<file path="src/rtl/demux_pkg.sv">
// Shared constants and state encoding for the demux feed sequencer and the 1-to-8 demux it drives.
package demux_pkg;

  localparam int NCH   = 8;
  localparam int SEL_W = 3;

  typedef enum logic [1:0] {
    IDLE = 2'd0,
    SEND = 2'd1,
    DONE = 2'd2
  } state_t;

endpackage

</file>
<file path="src/rtl/demux_feed_seq_lsb_find8.sv">
// Lowest-set-bit finder: index of the lowest 1 in vec_i, none_o when vec_i is all zero.
module lsb_find8
  import demux_pkg::*;
(
  input  logic [NCH-1:0]   vec_i,
  output logic [SEL_W-1:0] idx_o,
  output logic             none_o
);

  // Scan high to low so the lowest set bit is the last one written.
  always_comb begin
    idx_o  = '0;
    none_o = 1'b1;
    for (int i = NCH - 1; i >= 0; i--) begin
      if (vec_i[i]) begin
        idx_o  = SEL_W'(i);
        none_o = 1'b0;
      end
    end
  end

endmodule

</file>
<file path="src/rtl/demux_feed_seq.sv">
// Serialises one accepted word onto the demux pins, one enabled channel per HOLD-cycle slot,
// lowest channel first, then pulses done for one cycle before accepting the next word.
module demux_feed_seq
  import demux_pkg::*;
#(
  parameter int unsigned HOLD = 2
) (
  input  logic             clk,
  input  logic             rst_n,
  input  logic [NCH-1:0]   data_in,
  input  logic [NCH-1:0]   mask_in,
  input  logic             data_valid,
  output logic             data_ready,
  output logic [SEL_W-1:0] demux_s,
  output logic             demux_in,
  output logic             demux_en,
  output logic             busy,
  output logic             done
);

  localparam int CW = (HOLD > 1) ? $clog2(HOLD) : 1;
  localparam logic [CW-1:0] CNT_LAST = CW'(HOLD - 1);

  state_t           state_q, state_d;
  logic [NCH-1:0]   data_q, data_d;
  logic [NCH-1:0]   rem_q, rem_d;
  logic [CW-1:0]    cnt_q, cnt_d;

  logic [SEL_W-1:0] ch;
  logic             rem_none;
  logic [NCH-1:0]   ch_onehot;
  logic [NCH-1:0]   rem_clr;
  logic [SEL_W-1:0] unused_idx;
  logic             last_slot;

  lsb_find8 u_pick (
    .vec_i  (rem_q),
    .idx_o  (ch),
    .none_o (rem_none)
  );

  always_comb begin
    ch_onehot     = '0;
    ch_onehot[ch] = 1'b1;
    rem_clr       = rem_q & ~ch_onehot;
  end

  // Current slot is the last one when nothing remains after clearing its bit.
  lsb_find8 u_last (
    .vec_i  (rem_clr),
    .idx_o  (unused_idx),
    .none_o (last_slot)
  );

  always_ff @(posedge clk or negedge rst_n) begin
    if (!rst_n) begin
      state_q <= IDLE;
      data_q  <= '0;
      rem_q   <= '0;
      cnt_q   <= '0;
    end else begin
      state_q <= state_d;
      data_q  <= data_d;
      rem_q   <= rem_d;
      cnt_q   <= cnt_d;
    end
  end

  always_comb begin
    state_d = state_q;
    data_d  = data_q;
    rem_d   = rem_q;
    cnt_d   = cnt_q;
    unique case (state_q)
      IDLE: begin
        if (data_valid) begin
          data_d  = data_in;
          rem_d   = mask_in;
          cnt_d   = '0;
          state_d = (mask_in != '0) ? SEND : DONE;
        end
      end
      SEND: begin
        if (cnt_q == CNT_LAST) begin
          rem_d = rem_clr;
          cnt_d = '0;
          if (last_slot || rem_none) state_d = DONE;
        end else begin
          cnt_d = cnt_q + CW'(1);
        end
      end
      DONE: state_d = IDLE;
      default: state_d = IDLE;
    endcase
  end

  // All outputs decode registered state only; data_valid never reaches them.
  always_comb begin
    data_ready = (state_q == IDLE);
    busy       = (state_q == SEND) || (state_q == DONE);
    done       = (state_q == DONE);
    demux_en   = (state_q == SEND);
    demux_s    = (state_q == SEND) ? ch : '0;
    demux_in   = (state_q == SEND) ? data_q[ch] : 1'b0;
  end

endmodule

</file>
<file path="config.mk">
export PLATFORM = sky130hd
export DESIGN_NAME = demux_feed_seq
export DESIGN_NICKNAME = d
export VERILOG_FILES = /design/src/rtl/demux_pkg.sv /design/src/rtl/demux_feed_seq_lsb_find8.sv /design/src/rtl/demux_feed_seq.sv
export SDC_FILE = /design/constraint.sdc
export NUM_CORES = 1
export LEC_CHECK = 0
export BUFFER_PORTS_ARGS = -buffer_cell sky130_fd_sc_hd__clkbuf_2
export CORE_UTILIZATION = 43
export DETAILED_ROUTE_END_ITERATION = 10
export GPL_ROUTABILITY_DRIVEN = 0
export PLACE_DENSITY = 0.7
export SLEW_MARGIN = 20
export SYNTH_ARGS = -nofsm -noshare
export SYNTH_HDL_FRONTEND = slang
export SYNTH_SLANG_ARGS = --single-unit
</file>
<file path="constraint.sdc">
create_clock -name clk -period 3.75 [get_ports clk]
set_clock_uncertainty 0.05 [all_clocks]
set_input_delay 0.75 -clock clk [delete_from_list [all_inputs] [get_ports clk]]
set_output_delay 0.75 -clock clk [all_outputs]
set_load 0.02 [all_outputs]
</file>
-- After elaboration in Yosys (flattened, before gate mapping)
Index checks and enable logic that the tools add are counted.
W data, S select, Z words.
- memory bits (writable): 0
- logic and storage cells: 65
- register bits after elaboration: 19
- memories: 0
- latch bits: 0
- bits in read-only memories: 0
- shifts and indexed selects: 0
- bitwise gates (word level): 2
- reduce and logical (&&, ||, !) cells: 10
- magnitude comparators: 2
- $mul: 0
- eq/ne operators: 5
- add/subtract/negate cells: 1
- mux-type cells: 41
- divide/modulo/power cells: 0
- operators with widths (kind ; count):
    $mux W3 ; 9
    $mux W1 ; 21
    $mux W8 ; 2
    $pmux W8 S2 ; 1
    $and A8 B8 Y8 ; 1
    $mux W2 ; 4
    $not A8 Y8 ; 1
    $reduce_bool A8 Y1 ; 1
    $reduce_and A3 Y1 ; 2
    $lt A3 B4 Y1 const B ; 1
    $ne A2 B1 Y1 const B ; 2
    $pmux W2 S2 ; 1
    $reduce_and A2 Y1 ; 2
    $bmux W1 S3 ; 1
    $demux W1 S3 ; 1
    $ge A3 B1 Y1 const B ; 1
    $eq A2 B1 Y1 const B ; 1
    $eq A2 B2 Y1 const B ; 1
    $logic_not A2 Y1 ; 1
    $logic_or A1 B1 Y1 ; 2
    $ne A2 B2 Y1 const B ; 1
    $pmux W1 S2 ; 1
    $reduce_bool A2 Y1 ; 1
    $add A1 B1 Y1 const B ; 1
    $logic_and A1 B1 Y1 ; 1

-- Depth between registers and ports, before layout
- depth in word-level cells: 26
- gate-level depth with buffers: 7

-- Cells and area by module
From an unflattened synthesis, not the netlist that was laid out.
- cell total of the unflattened synthesis: 129
- area total of the unflattened synthesis: 1288.7 um^2
- modules (own cells, without submodules) (module ; cells each ; instances ; sequential area each (um^2) ; area an instance (um^2)):
    demux_feed_seq ; 101 ; 1 ; 475.5 ; 1116.1
    lsb_find8 ; 14 ; 2 ; 0.0 ; 86.3

-- Least setup slack after synthesis
OpenSTA, ideal clock, no wires.
- path type: register to output
- start point: register state_q[1]
- end point: output demux_s[2]
- required time: 2.950 ns
- stages on the path, launching flop included: 5
- slack: 1.331 ns
- buffers on the path: 0
- arrival: 1.619 ns
- path through: dfrtp_1 -> inv_1 -> ha_1 -> clkinv_1 -> a211oi_1
- word-level cells in the longest chain between the ends: 2
- ends and longest elaborated chain (element ; RTL line ; source):
    start, declared ; demux_feed_seq.sv:24 ; state_t state_q, state_d;
    start signal, assigned ; demux_feed_seq.sv:62 ; state_q <= state_d;
    $eq A2 B1 Y1 ; - ;
    named net demux_en ; demux_feed_seq.sv:16 ; output logic demux_en,
    $mux W3 ; demux_feed_seq.sv:103 ; demux_s = (state_q == SEND) ? ch : '0;
    end, declared ; demux_feed_seq.sv:14 ; output logic [SEL_W-1:0] demux_s,
The timed path passes the listed nets, and every way through them passes these cells.

-- Final worst setup path
- start point: register state_q[1]
- end point: output demux_in
- word-level cells in the longest chain between the ends: 2
- ends and longest elaborated chain (element ; RTL line ; source):
    $eq A2 B1 Y1 ; demux_feed_seq.sv:104 ; demux_in = (state_q == SEND) ? data_q[ch] : 1'b0;
    $mux W1 ; demux_feed_seq.sv:104 ;
    end, declared ; demux_feed_seq.sv:15 ; output logic demux_in,
Every way passes these cells.

==> results_dict.tcl <==
set metrics [dict create \
    grt_max_degree 20 \
    number_of_global_route_vias_before_repair 938 \
    n_antenna_cell 0 \
    routed_wirelength_mm 2.52 \
    synthFlopType "sky130_fd_sc_hd__dfrtp_1" \
    grt_setup_unrepaired "no" \
    criticalPathCategory "flip-flop to primary output" \
    placeableCoreArea_um2 2500 \
    setup-tns-final_ps 0 \
    worstHoldPathType "primary input to async pin" \
    drc 0 \
    final_setup_violating_endpoints 0 \
    dp_worst_slack_ps 1060 \
    ir_drop_mv 0.462 \
    max-cap-violations 0 \
    fp.dieArea_um2 2900 \
    r2r.worst_path.cells 6 \
    worstMarginPinSlew_ps 486 \
    regToRegSetupSlack_ps 1680 \
    timing.rr.start "state_q[1]$_DFFE_PN0P_" \
    finalWorstSetupSlack_ps 706 \
    cts_hold_repair.buffers 0 \
    overflow 0 \
    syn-instance-count 125 \
    timing.rr.end "cnt_q$_DFFE_PN0P_" \
    grtUsageTotal 0.203 \
    drt_pre_antenna_iters 4 \
    cts_tree "done" \
    hpwlAfterDp_mm 1.91 \
    nNetsFinal 173 \
    synth_top_area_frac 0.411 \
    dr.first_iter.drc_count 22 \
    outcome "complete, no violations" \
    num_vias 1047 \
    post_cts.resized_instances 0 \
    floorplan.die.width_um 53.9 \
    fin_cells 180 \
    max-slew-margin-rel 0.676 \
    grt_first_pass_wirelength_mm 4.07 \
    yosysTopAreaCell "sky130_fd_sc_hd__dfrtp_1" \
    chipHeight_um 53.9 \
    number_of_flops_mapped_to_enable_cells_by_yosys 0 \
    cts_sinks 19 \
    synth.top_cells.by_area "sky130_fd_sc_hd__dfrtp_1 (41%), sky130_fd_sc_hd__mux2_2 (7.8%), sky130_fd_sc_hd__o21ai_0 (5.6%), sky130_fd_sc_hd__a21oi_1 (3.9%), sky130_fd_sc_hd__a22o_1 (3.8%)" \
    yosysWarningCount 0 \
    type_of_origin_of_the_critical_path "flip-flop" \
    layout-drive-gt1-share 0.273 \
    viasPerCell 5.82 \
    synthToLayoutAreaGrowth_pct 14.8 \
    hold_violations 0 \
    drv_slew 0 \
    cellLeakagePower_nw 0.599 \
    cts-root-to-sink-buffers 2 \
    synth_async_sr_flop_share 1.00 \
    path_max_fanout 15 \
    place_inst 176 \
    mappedNetlistNets 147 \
    antenna_violating_nets_post_route 0 \
    synth.avg_cell_area_um2 9.25 \
    wl_per_cell_um 14.0 \
    yosys.cell_types.count 35 \
    post_cts_buffers 0 \
    critPathArrivalTime_ps 2240 \
    worst_setup_path_end_kind "primary output" \
    tritoncts.num_buffers 3 \
    final_core_util 0.531 \
    final.period_utilization 0.812 \
    fmax_mhz 329 \
    clock_h_tree_levels 1 \
    clock-root-buffer "sky130_fd_sc_hd__clkbuf_4" \
    netlist_area_pre_place_um2 1160 \
    path_clk_slew_ps 110 \
    period_needed_ps 3040 \
    worstPathRequired_ps 2950 \
    start_util 0.462 \
    fin_total_pwr_w 0.00127 \
    yosysSeqAreaShare 0.411 \
    number_of_antenna_violations_at_the_first_check_in_global_routing 0 \
    io_buf_count 26 \
    power_density_over_the_cells_nw_per_um2 958 \
    synth_seq_cells 19 \
    pin_count 27 \
    clk_lat_worst_skew_ps 300 \
    core.rowCount 18 \
]
==> layout make-up <==
type,instances,area [um2]
Fill cell,254,1170
Multi-Input combinational cell,95,636
Sequential cell,19,475
Timing Repair Buffer,26,130
Tap cell,30,37.5
Clock buffer,4,26.3
Inverter,6,22.5
==> state kept, by name (all words and copies together), names as in the netlist <==
signal	count
data_q	8
rem_q	8
cnt_q	1
state_q	2
==> metal layers <==
layer	track usage	vias up	part of all wire
li1	-	513	-
met1	0.264	488	0.46
met2	0.325	42	0.47
met3	0.0339	4	0.051
met4	0.0965	0	0.013
met5	0	-	0
==> where the power goes <==
part	internal (W)	switching (W)	total, W
Sequential	0.000307	0.000116	0.000423
Clock	0.0000414	0.0000660	0.000107
Combinational	0.000314	0.000427	0.000742
==> cell usage in the layout (no fill, tap or decap), types with 5 or more instances in the layout <==
cell type                  count
sky130_fd_sc_hd__a22o_1        5
sky130_fd_sc_hd__dfrtp_1      19
sky130_fd_sc_hd__o21ai_0      13
sky130_fd_sc_hd__inv_1         5
sky130_fd_sc_hd__nor3_1        7
sky130_fd_sc_hd__nand2_1      10
sky130_fd_sc_hd__nor2_1        6
sky130_fd_sc_hd__a21oi_1       9
sky130_fd_sc_hd__clkbuf_2     26
sky130_fd_sc_hd__nand3_1       5
sky130_fd_sc_hd__mux2_2        8
==> logic make-up after synthesis <==
kind of cell | Yosys count | synth area share
buf+inv | 11 | 0.0390
xor+xnor | 1 | 0.00758
simple gates | 41 | 0.194
fa+ha+maj | 3 | 0.0325
mux | 9 | 0.0866
flops | 19 | 0.411
compound gates | 41 | 0.229
==> worst max-delay path by stage <==
stage                                 startpoint          to  slack [ps]  depth (start not counted)
after CTS                 state_q[1]$_DFFE_PN0P_    demux_in         710                          6
final                     state_q[1]$_DFFE_PN0P_    demux_in         710                          6
after floorplan           state_q[1]$_DFFE_PN0P_  demux_s[2]        1330                          4
after detailed placement  state_q[1]$_DFFE_PN0P_    demux_in        1060                          6
after global placement    state_q[1]$_DFFE_PN0P_    demux_in        1150                          6
after global routing      state_q[1]$_DFFE_PN0P_    demux_in         480                          6
==> worst max-delay path: stages, from the launching register on <==
cell                       delay, ps
sky130_fd_sc_hd__dfrtp_1         390
sky130_fd_sc_hd__inv_1           100
sky130_fd_sc_hd__ha_1            470
sky130_fd_sc_hd__clkinv_1        380
sky130_fd_sc_hd__a31oi_1         220
sky130_fd_sc_hd__and4_1          210
sky130_fd_sc_hd__clkbuf_2        170
==> cells in the mapped netlist, types with 2 or more instances <==
cell	number
sky130_fd_sc_hd__nor2b_1	3
sky130_fd_sc_hd__ha_1	3
sky130_fd_sc_hd__a22o_1	5
sky130_fd_sc_hd__mux2_2	8
sky130_fd_sc_hd__o21a_1	3
sky130_fd_sc_hd__dfrtp_1	19
sky130_fd_sc_hd__nor2_1	6
sky130_fd_sc_hd__nor4_1	2
sky130_fd_sc_hd__inv_1	5
sky130_fd_sc_hd__nand3b_1	2
sky130_fd_sc_hd__a31oi_1	2
sky130_fd_sc_hd__a21oi_1	9
sky130_fd_sc_hd__buf_2	3
sky130_fd_sc_hd__o21ai_1	2
sky130_fd_sc_hd__nand3_1	5
sky130_fd_sc_hd__o21ai_0	13
sky130_fd_sc_hd__nand2_1	10
sky130_fd_sc_hd__clkbuf_1	2
sky130_fd_sc_hd__nor3_1	7
==> stage by stage <==
stage	hold WS, ps	instance area, um2
after floorplan	404	1160
after global placement	437	1300
after detailed placement	442	1300
after CTS	355	1330
after global routing	370	1330
final	329	1330
No activity file was read; power rests on OpenSTA's default activity.
